### src/rtl/uart_pkg.sv
// Shared UART definitions: state encodings, frame limits, parity codes.
// Used by the transmitter and reusable by the receive path.
package uart_pkg;

    localparam int TICKS_PER_BIT_DEF = 16;
    localparam int MAX_DATA_BITS     = 9;
    localparam int DEFAULT_DATA_BITS = 8;

    localparam logic [2:0] S_IDLE   = 3'd0;
    localparam logic [2:0] S_START  = 3'd1;
    localparam logic [2:0] S_DATA   = 3'd2;
    localparam logic [2:0] S_PARITY = 3'd3;
    localparam logic [2:0] S_STOP   = 3'd4;

    localparam logic PARITY_EVEN = 1'b0;
    localparam logic PARITY_ODD  = 1'b1;

    // Out-of-range lengths fall back to the common 8-bit frame
    function automatic logic [3:0] eff_len(input logic [3:0] fl);
        if (fl == 4'd0 || fl > 4'(MAX_DATA_BITS))
            return 4'(DEFAULT_DATA_BITS);
        return fl;
    endfunction

    function automatic logic [MAX_DATA_BITS-1:0] len_mask(input logic [3:0] len);
        logic [MAX_DATA_BITS-1:0] m;
        for (int i = 0; i < MAX_DATA_BITS; i++)
            m[i] = (4'(i) < len);
        return m;
    endfunction

endpackage

### src/rtl/uart_transmitter_if.sv
// Word/config handshake between the data source and the UART transmitter.
// master = source side, slave = transmitter side.
interface uart_transmitter_if;
    import uart_pkg::*;

    logic [MAX_DATA_BITS-1:0] data_in;
    logic                     data_valid;
    logic                     parity;
    logic                     parity_type;
    logic                     stop_bits;
    logic [3:0]               frame_length;
    logic                     ready;
    logic                     tx_done;

    modport master (
        output data_in, data_valid, parity, parity_type,
        output stop_bits, frame_length,
        input  ready, tx_done
    );

    modport slave (
        input  data_in, data_valid, parity, parity_type,
        input  stop_bits, frame_length,
        output ready, tx_done
    );

endinterface

### src/rtl/uart_parity_calc.sv
// Combinational parity generator over an already-masked data word.
// Shared by transmit (generation) and receive (check).
module uart_parity_calc
    import uart_pkg::*;
(
    input  logic [MAX_DATA_BITS-1:0] data_i,
    input  logic                     type_i,
    output logic                     parity_o
);

    assign parity_o = (^data_i) ^ (type_i == PARITY_ODD);

endmodule

### src/rtl/uart_transmitter.sv
// UART frame serialiser on the 16x-baud clock: start, 1..9 data bits,
// optional parity, 1 or 2 stop bits. Tx is registered and idles high.
module uart_transmitter
    import uart_pkg::*;
#(
    parameter int TICKS_PER_BIT = TICKS_PER_BIT_DEF
) (
    input  logic                clk_16bd,
    input  logic                rst,
    uart_transmitter_if.slave   bus,
    output logic                Tx
);

    localparam int TW = (TICKS_PER_BIT > 1) ? $clog2(TICKS_PER_BIT) : 1;
    localparam logic [TW-1:0] TICK_LAST = TW'(TICKS_PER_BIT - 1);

    logic [2:0]               state_q, state_d;
    logic [TW-1:0]            tick_q, tick_d;
    logic [3:0]               bit_q, bit_d;
    logic                     stop_q, stop_d;
    logic [MAX_DATA_BITS-1:0] shift_q, shift_d;
    logic                     par_en_q, par_en_d;
    logic                     par_bit_q, par_bit_d;
    logic                     stop2_q, stop2_d;
    logic [3:0]               len_q, len_d;
    logic                     tx_q, tx_d;
    logic                     done_q, done_d;

    logic [3:0]               len_in;
    logic [MAX_DATA_BITS-1:0] masked_in;
    logic                     par_in;
    logic                     accept;
    logic                     tick_last;

    assign len_in    = eff_len(bus.frame_length);
    assign masked_in = bus.data_in & len_mask(len_in);
    assign accept    = (state_q == S_IDLE) && bus.data_valid;
    assign tick_last = (tick_q == TICK_LAST);

    uart_parity_calc u_par (
        .data_i   (masked_in),
        .type_i   (bus.parity_type),
        .parity_o (par_in)
    );

    always_comb begin
        state_d   = state_q;
        tick_d    = tick_q + TW'(1);
        bit_d     = bit_q;
        stop_d    = stop_q;
        shift_d   = shift_q;
        par_en_d  = par_en_q;
        par_bit_d = par_bit_q;
        stop2_d   = stop2_q;
        len_d     = len_q;
        done_d    = 1'b0;
        unique case (state_q)
            S_IDLE: begin
                tick_d = '0;
                if (accept) begin
                    state_d   = S_START;
                    shift_d   = masked_in;
                    par_en_d  = bus.parity;
                    par_bit_d = par_in;
                    stop2_d   = bus.stop_bits;
                    len_d     = len_in;
                    bit_d     = 4'd0;
                    stop_d    = 1'b0;
                end
            end
            S_START: begin
                if (tick_last) begin
                    state_d = S_DATA;
                    tick_d  = '0;
                end
            end
            S_DATA: begin
                if (tick_last) begin
                    tick_d  = '0;
                    shift_d = shift_q >> 1;
                    bit_d   = bit_q + 4'd1;
                    if (bit_q == len_q - 4'd1)
                        state_d = par_en_q ? S_PARITY : S_STOP;
                end
            end
            S_PARITY: begin
                if (tick_last) begin
                    state_d = S_STOP;
                    tick_d  = '0;
                end
            end
            S_STOP: begin
                if (tick_last) begin
                    tick_d = '0;
                    if (stop2_q && !stop_q) begin
                        stop_d = 1'b1;
                    end else begin
                        state_d = S_IDLE;
                        done_d  = 1'b1;
                    end
                end
            end
            default: begin
                state_d = S_IDLE;
                tick_d  = '0;
            end
        endcase
    end

    // Line level follows the next state so Tx drops on the accept edge
    always_comb begin
        tx_d = 1'b1;
        unique case (state_d)
            S_START:  tx_d = 1'b0;
            S_DATA:   tx_d = shift_d[0];
            S_PARITY: tx_d = par_bit_q;
            default:  tx_d = 1'b1;
        endcase
    end

    always_ff @(posedge clk_16bd) begin
        if (rst) begin
            state_q   <= S_IDLE;
            tick_q    <= '0;
            bit_q     <= 4'd0;
            stop_q    <= 1'b0;
            shift_q   <= '0;
            par_en_q  <= 1'b0;
            par_bit_q <= 1'b0;
            stop2_q   <= 1'b0;
            len_q     <= 4'd0;
            tx_q      <= 1'b1;
            done_q    <= 1'b0;
        end else begin
            state_q   <= state_d;
            tick_q    <= tick_d;
            bit_q     <= bit_d;
            stop_q    <= stop_d;
            shift_q   <= shift_d;
            par_en_q  <= par_en_d;
            par_bit_q <= par_bit_d;
            stop2_q   <= stop2_d;
            len_q     <= len_d;
            tx_q      <= tx_d;
            done_q    <= done_d;
        end
    end

    assign bus.ready   = (state_q == S_IDLE);
    assign bus.tx_done = done_q;
    assign Tx          = tx_q;

endmodule
### src/flat_wrapper.sv
// flat-port wrapper written by rule: the top's interface ports become plain ports
module uart_transmitter_flat import uart_pkg::*;
#(
    parameter int TICKS_PER_BIT = TICKS_PER_BIT_DEF
)
  (clk_16bd, rst, Tx, bus_data_in, bus_data_valid, bus_parity, bus_parity_type, bus_stop_bits, bus_frame_length, bus_ready, bus_tx_done);
  uart_transmitter_if bus_i ();
  input  logic clk_16bd;
  input  logic rst;
  output logic Tx;
  input wire logic [$bits(bus_i.data_in)-1:0] bus_data_in;
  input wire logic [$bits(bus_i.data_valid)-1:0] bus_data_valid;
  input wire logic [$bits(bus_i.parity)-1:0] bus_parity;
  input wire logic [$bits(bus_i.parity_type)-1:0] bus_parity_type;
  input wire logic [$bits(bus_i.stop_bits)-1:0] bus_stop_bits;
  input wire logic [$bits(bus_i.frame_length)-1:0] bus_frame_length;
  output wire logic [$bits(bus_i.ready)-1:0] bus_ready;
  output wire logic [$bits(bus_i.tx_done)-1:0] bus_tx_done;
  assign bus_i.data_in = bus_data_in;
  assign bus_i.data_valid = bus_data_valid;
  assign bus_i.parity = bus_parity;
  assign bus_i.parity_type = bus_parity_type;
  assign bus_i.stop_bits = bus_stop_bits;
  assign bus_i.frame_length = bus_frame_length;
  assign bus_ready = bus_i.ready;
  assign bus_tx_done = bus_i.tx_done;
  uart_transmitter #(.TICKS_PER_BIT(TICKS_PER_BIT)) u_core (.clk_16bd(clk_16bd), .rst(rst), .bus(bus_i), .Tx(Tx));
endmodule
### config.mk
export PLATFORM = sky130hd
export DESIGN_NAME = uart_transmitter_flat
export DESIGN_NICKNAME = d
export VERILOG_FILES = /design/src/rtl/uart_pkg.sv /design/src/rtl/uart_transmitter_if.sv /design/src/rtl/uart_parity_calc.sv /design/src/rtl/uart_transmitter.sv /design/src/flat_wrapper.sv
export SDC_FILE = /design/constraint.sdc
export NUM_CORES = 1
export LEC_CHECK = 0
export BUFFER_PORTS_ARGS = -buffer_cell sky130_fd_sc_hd__buf_4
export CORE_ASPECT_RATIO = 0.5
export CORE_MARGIN = 2
export CORE_UTILIZATION = 57
export CTS_CLUSTER_DIAMETER = 200
export DETAILED_ROUTE_END_ITERATION = 8
export PLACE_DENSITY = 0.78
export SYNTH_ARGS = -nofsm -noshare
export SYNTH_HDL_FRONTEND = slang
export SYNTH_SLANG_ARGS = --single-unit
export TNS_END_PERCENT = 50
### constraint.sdc
create_clock -name clk_16bd -period 3.15 [get_ports clk_16bd]
set_input_delay 0.1575 -clock clk_16bd [delete_from_list [all_inputs] [get_ports clk_16bd]]
set_output_delay 0.1575 -clock clk_16bd [all_outputs]
set_load 0.03 [all_outputs]
; ---- Word-level counts from Yosys, hierarchy flattened
; Index checks and enable logic that the tools add are counted.
[word_totals]
register_bits = 30
in_bits = 19
wordCells = 82
[op_classes]
addsub = 3
order_cmp = 10
n_eq_ne = 13
n_mux = 24
bitwise_logic = 5
reduce_logical = 15
[op_table]
columns = cell, n
row1 = $mux 3, 8
row2 = $mux 9, 2
row3 = $pmux 9 s2, 1
row4 = $lt 3x4->1 const A, 4
row5 = $mux 4, 4
row6 = $pmux 3 s5, 1
row7 = $eq 3x2->1 const B, 4
row8 = $and 9x9->9, 1
row9 = $reduce_xor 9->1, 1
row10 = $add 4x1->4 const B, 2
row11 = $lt 1x4->1 const A, 2
row12 = $lt 2x4->1 const A, 2
row13 = $ne 2x1->1 const B, 4
row14 = $pmux 4 s2, 1
row15 = $eq 3x1->1 const B, 2
row16 = $reduce_or 3->1, 2
row17 = $mux 1, 5
row18 = $eq 4x4->1, 1
row19 = $eq 4x4->1 const B, 1
row20 = $gt 4x4->1 const B, 1
row21 = $logic_not 4->1, 1
row22 = $lt 4x4->1 const A, 1
row23 = $reduce_and 4->1, 1
row24 = $reduce_bool 2->1, 2
row25 = other kinds (13), 16

; ---- Logic depth before layout (Yosys ltp)
[depth]
word_depth = 9
mapped_depth = 8
mapped_depth_nobuf = 8

; ---- Modules after synthesis
; From an unflattened synthesis, not the netlist that was laid out.
[unflattened]
cells_unflattened = 188
area_unflattened_um2 = 1602.8
[modules_own_cells]
columns = module, instances, cells_per_inst, area_each_um2
row1 = uart_transmitter, 1, 180, 1511.4
row2 = uart_parity_calc, 1, 8, 91.3

; ---- Worst setup path after synthesis
; No wires, ideal clock.
[synth_timing]
path_kind = reg-to-reg
startpoint = register u_core.tick_q[0]
endpoint = register u_core.tx_q (netlist: u_core.Tx)
arrival_ps = 1698
required_ps = 3022
setup_slack_ps = 1324
path_stages_with_launch = 8
path_buffers = 0
synth_period_minus_slack_ps = 1826
path_cell_list = dfxtp_1 > ha_1 > and3_4 > nand2_2 > a211o_1 > a222oi_1 > a21oi_1 > nand4bb_1
[synth_via]
elab_chain_len = 5
word_cells_on_any_way = 12
[synth_lines]
columns = item, line_no
row1 = from (decl), uart_transmitter.sv:18  ; logic [TW-1:0] tick_q, tick_d;
row2 = from (signal assigned), uart_transmitter.sv:136  ; tick_q <= tick_d;
row3 = $eq 4x4->1 (*), uart_transmitter.sv:38  ; assign tick_last = (tick_q == TICK_LAST);
row4 = "$mux 3, on equally long branches", n/a
row5 = $pmux 3 s5, uart_transmitter.sv:57  ; unique case (state_q)
row6 = $eq 3x2->1 / $eq 3x1->1 (equally long branches), uart_transmitter.sv:113  ; unique case (state_d)
row7 = $pmux 1 s3 (*), uart_transmitter.sv:113
row8 = to (signal assigned), uart_transmitter.sv:144  ; tx_q <= tx_d;
row9 = to (decl), uart_transmitter.sv:26  ; logic tx_q, tx_d;
; Every way passes the cells marked *; elsewhere a longest branch is shown, timed or not. The select of a mux whose other input is x is not followed.
; A chain may end at the register's enable or synchronous reset.

; ---- Worst setup path in the final report
; Ends and elaborated chain as after synthesis.

==> results.txt <==
Postcts setup bufs: 0
Area contributors post-synth: dfxtp_1 (38%), xnor2_1 (7.8%), nor2_1 (6.0%)
Register area share after synthesis: 0.3819
Fin nets: 227
FFs w/ async S/R, synth: 0
ANT nets after route: 0
GR Util met3: 0.06388
Post-DP Area: 0.001724 sq mm
Core Util, Final: 0.6942
Core box area: 0.002603 sq mm
CTS sink cnt: 30
Setup crit start kind: flop
Ys flop type: dfxtp_1
Data required, critical path: 3.30 ns
Commonest cells post-synth: dfxtp_1 (30), nor2_1 (25), nand2_1 (18)
CTS Buf Count: 5
Via density: 5.763
Share of the synthesized area in the top cell type: 0.3819
Remaining routing DRC violations: 0
Ports: 22
Busiest layer in global routing: met2
Later-pin clock latency in the skew report: 0.28 ns
Final period util: 0.6793
I/O Buffers: 21
Syn_nets: 210
Tmin final: 2.140 ns
GRT Total Usage: 0.2393
Mapped Cells: 188
Via Count: 1389
CP Data Arrival Time: 2.29 ns
PwrDens: 465.1 mW/mm^2
Final Instance Area: 0.001807 sq mm
Die W: 78.29 um
GRT Residual Overflow: 0
Final hold vios: 0
Max stage delay cell, worst path: a211o_1
Crit-path cells: ha_1, and3_4, nand2_2, a211o_1, a222oi_1, a21oi_1, nand4bb_1
Layout cells sized above 1: 0.1618
H-tree depth: 2
Max stage delay on crit path: 0.46 ns
Synth unique cells: 43
Place WS: 1.029 ns
Placed wire-length estimate: 2.391 mm
Starting Density: 0.6043
Antenna diodes: 0
TritonCTS clock tree: built
Max Slew Vio Count: 0
Post-synth EDFFs: 0
Peak supply drop: 0.2499 mV
Worst-path clk slew: 0.05 ns
Syn Area/Cell: 8.366 sq um
Final setup skew: 0.005961 ns
Die H: 41.15 um
Total negative setup slack: 0 ns
Clk buf depth: 2
Worst-Margin Slew: 0.7100 ns
Placed instance count: 235
Synthesized area: 0.001573 sq mm
Initial antenna violation count: 0
Dominant cell type by area after synthesis: dfxtp_1
Worst path bufs/invs: 0
Final RePlAce weighted congestion: 0.7791
Most numerous cell in the Yosys netlist: dfxtp_1
Hold buffers post-CTS: 0
Peak Freq: 467.3 MHz
Final WS setup: 1.010 ns
First-pass GRT wire length: 5.602 mm
Drt first pass iters: 4
Crit end category: flop
Non-filler cells, final: 241
Crit Path Category: flop to flop
Met2 Use GR: 0.4224
Total Wirelength: 3.358 mm
Static leakage: 0.6654 nW
Resized cells post-CTS: 0
Total Die Area: 0.003221 sq mm
Avg WL per Cell: 13.93 um
Iter 0 DRT Violations: 44
Status: finished, final reports clean
Worst hold path type: input port to flop
FF+latch count, synth: 30
Syn-to-layout area delta: 14.88%
Rows: 13
Vias in the first global route: 1226
RSZ-0062 raised after global routing: false
Final setup viols: 0
Met1 GRT Util: 0.2929
Worst Path Max Fanout: 13
Max-cap viol count: 0
Root buffer cell: clkbuf_8
Max_slew headroom: 0.5249
Yosys warns: 0
Largest delay contributor family on the critical path: compound AO/OA/AOI/OAI gates
Largest net degree at the start of global routing: 29
-- registers in the layout, summed over array words and instances (netlist names) --
signal	count
u_core.tick_q	4
u_core.len_q	4
u_core.stop2_q	1
u_core.state_q	3
u_core.Tx	1
u_core.par_en_q	1
u_core.par_bit_q	1
u_core.shift_q	9
u_core.bit_q	4
u_core.stop_q	1
u_core.bus.tx_done	1
-- metal layers --
metal  up-vias  wire, um
li1        699         -
met1       649      1602
met2        33      1543
met3         8       174
met4         0        38
met5         -         0
-- cells in the final DEF (no fill, tap or decap), types with 2 or more instances in the layout --
cell type	instances
xor2_1	4
buf_4	22
xnor2_1	14
dfxtp_1	30
nand2_1	18
nand3b_1	2
nand3_1	8
a221oi_1	3
ha_1	3
inv_1	5
clkbuf_8	6
a211o_1	2
nor2b_1	4
a21oi_1	13
nand4_1	4
o21ai_0	2
nor3_1	9
a32oi_1	2
nor2_1	25
a222oi_1	2
nor3b_1	2
o21ai_1	3
and3_1	2
-- per-stage QoR --
stage / hold slack (ns) / total power, mW
2_1_floorplan: 0.2935 / 0.5144
3_3_place_gp: 0.4083 / 0.5494
3_5_place_dp: 0.4181 / 0.5542
4_1_cts: 0.1323 / 0.8452
5_1_grt: 0.1514 / 0.8799
6_report: 0.1397 / 0.8403
-- power breakdown --
| group | internal (mW) | switching, mW |
|---|---|---|
| registers | 0.395 | 0.0109 |
| clock network | 0.168 | 0.126 |
| logic | 0.0673 | 0.0735 |
-- worst reg2reg max path, delay by kind of cell, from the launching register on --
kind,cells,cell delay (ns)
adder cells (fa/ha/maj),1,0.21
AND/OR/NAND/NOR,3,0.49
flip-flops,1,0.35
AO/OA/AOI/OAI,3,0.98
-- layout make-up --
type / instances / area [sq um]
sequential: 30 / 600.6
clock buffer: 6 / 82.58
timing repair buffer: 22 / 165.2
inverter: 5 / 18.77
multi-input combinational: 141 / 893.4
tap: 37 / 46.29
fill: 226 / 795.8
-- worst paths after layout --
path	start	to	slack [ns]	cells past startpoint
worst max-delay path	u_core.tick_q[0]	u_core.Tx	1.01	7
worst min-delay path	bus_stop_bits	u_core.stop2_q	0.14	3
worst max register to register	u_core.tick_q[0]	u_core.Tx	1.01	7
worst min register to register	u_core.tick_q[0]	u_core.tick_q[0]	0.45	1
-- kinds of logic (layout without fill, tap and decap cells) --
| group | count (synthesis) | count (layout) | share of synthesized area |
|---|---|---|---|
| DFF | 30 | 30 | 0.3819 |
| xor gates and xnor gates | 19 | 19 | 0.1146 |
| muxes | 1 | 1 | 0.006365 |
| adders and majority gates | 3 | 3 | 0.02387 |
| and+or+nand+nor | 82 | 82 | 0.2665 |
| buffers and inverters | 17 | 33 | 0.05012 |
| AOI/OAI and AO/OA | 36 | 36 | 0.1567 |
No activity file was read; power rests on OpenSTA's default activity.
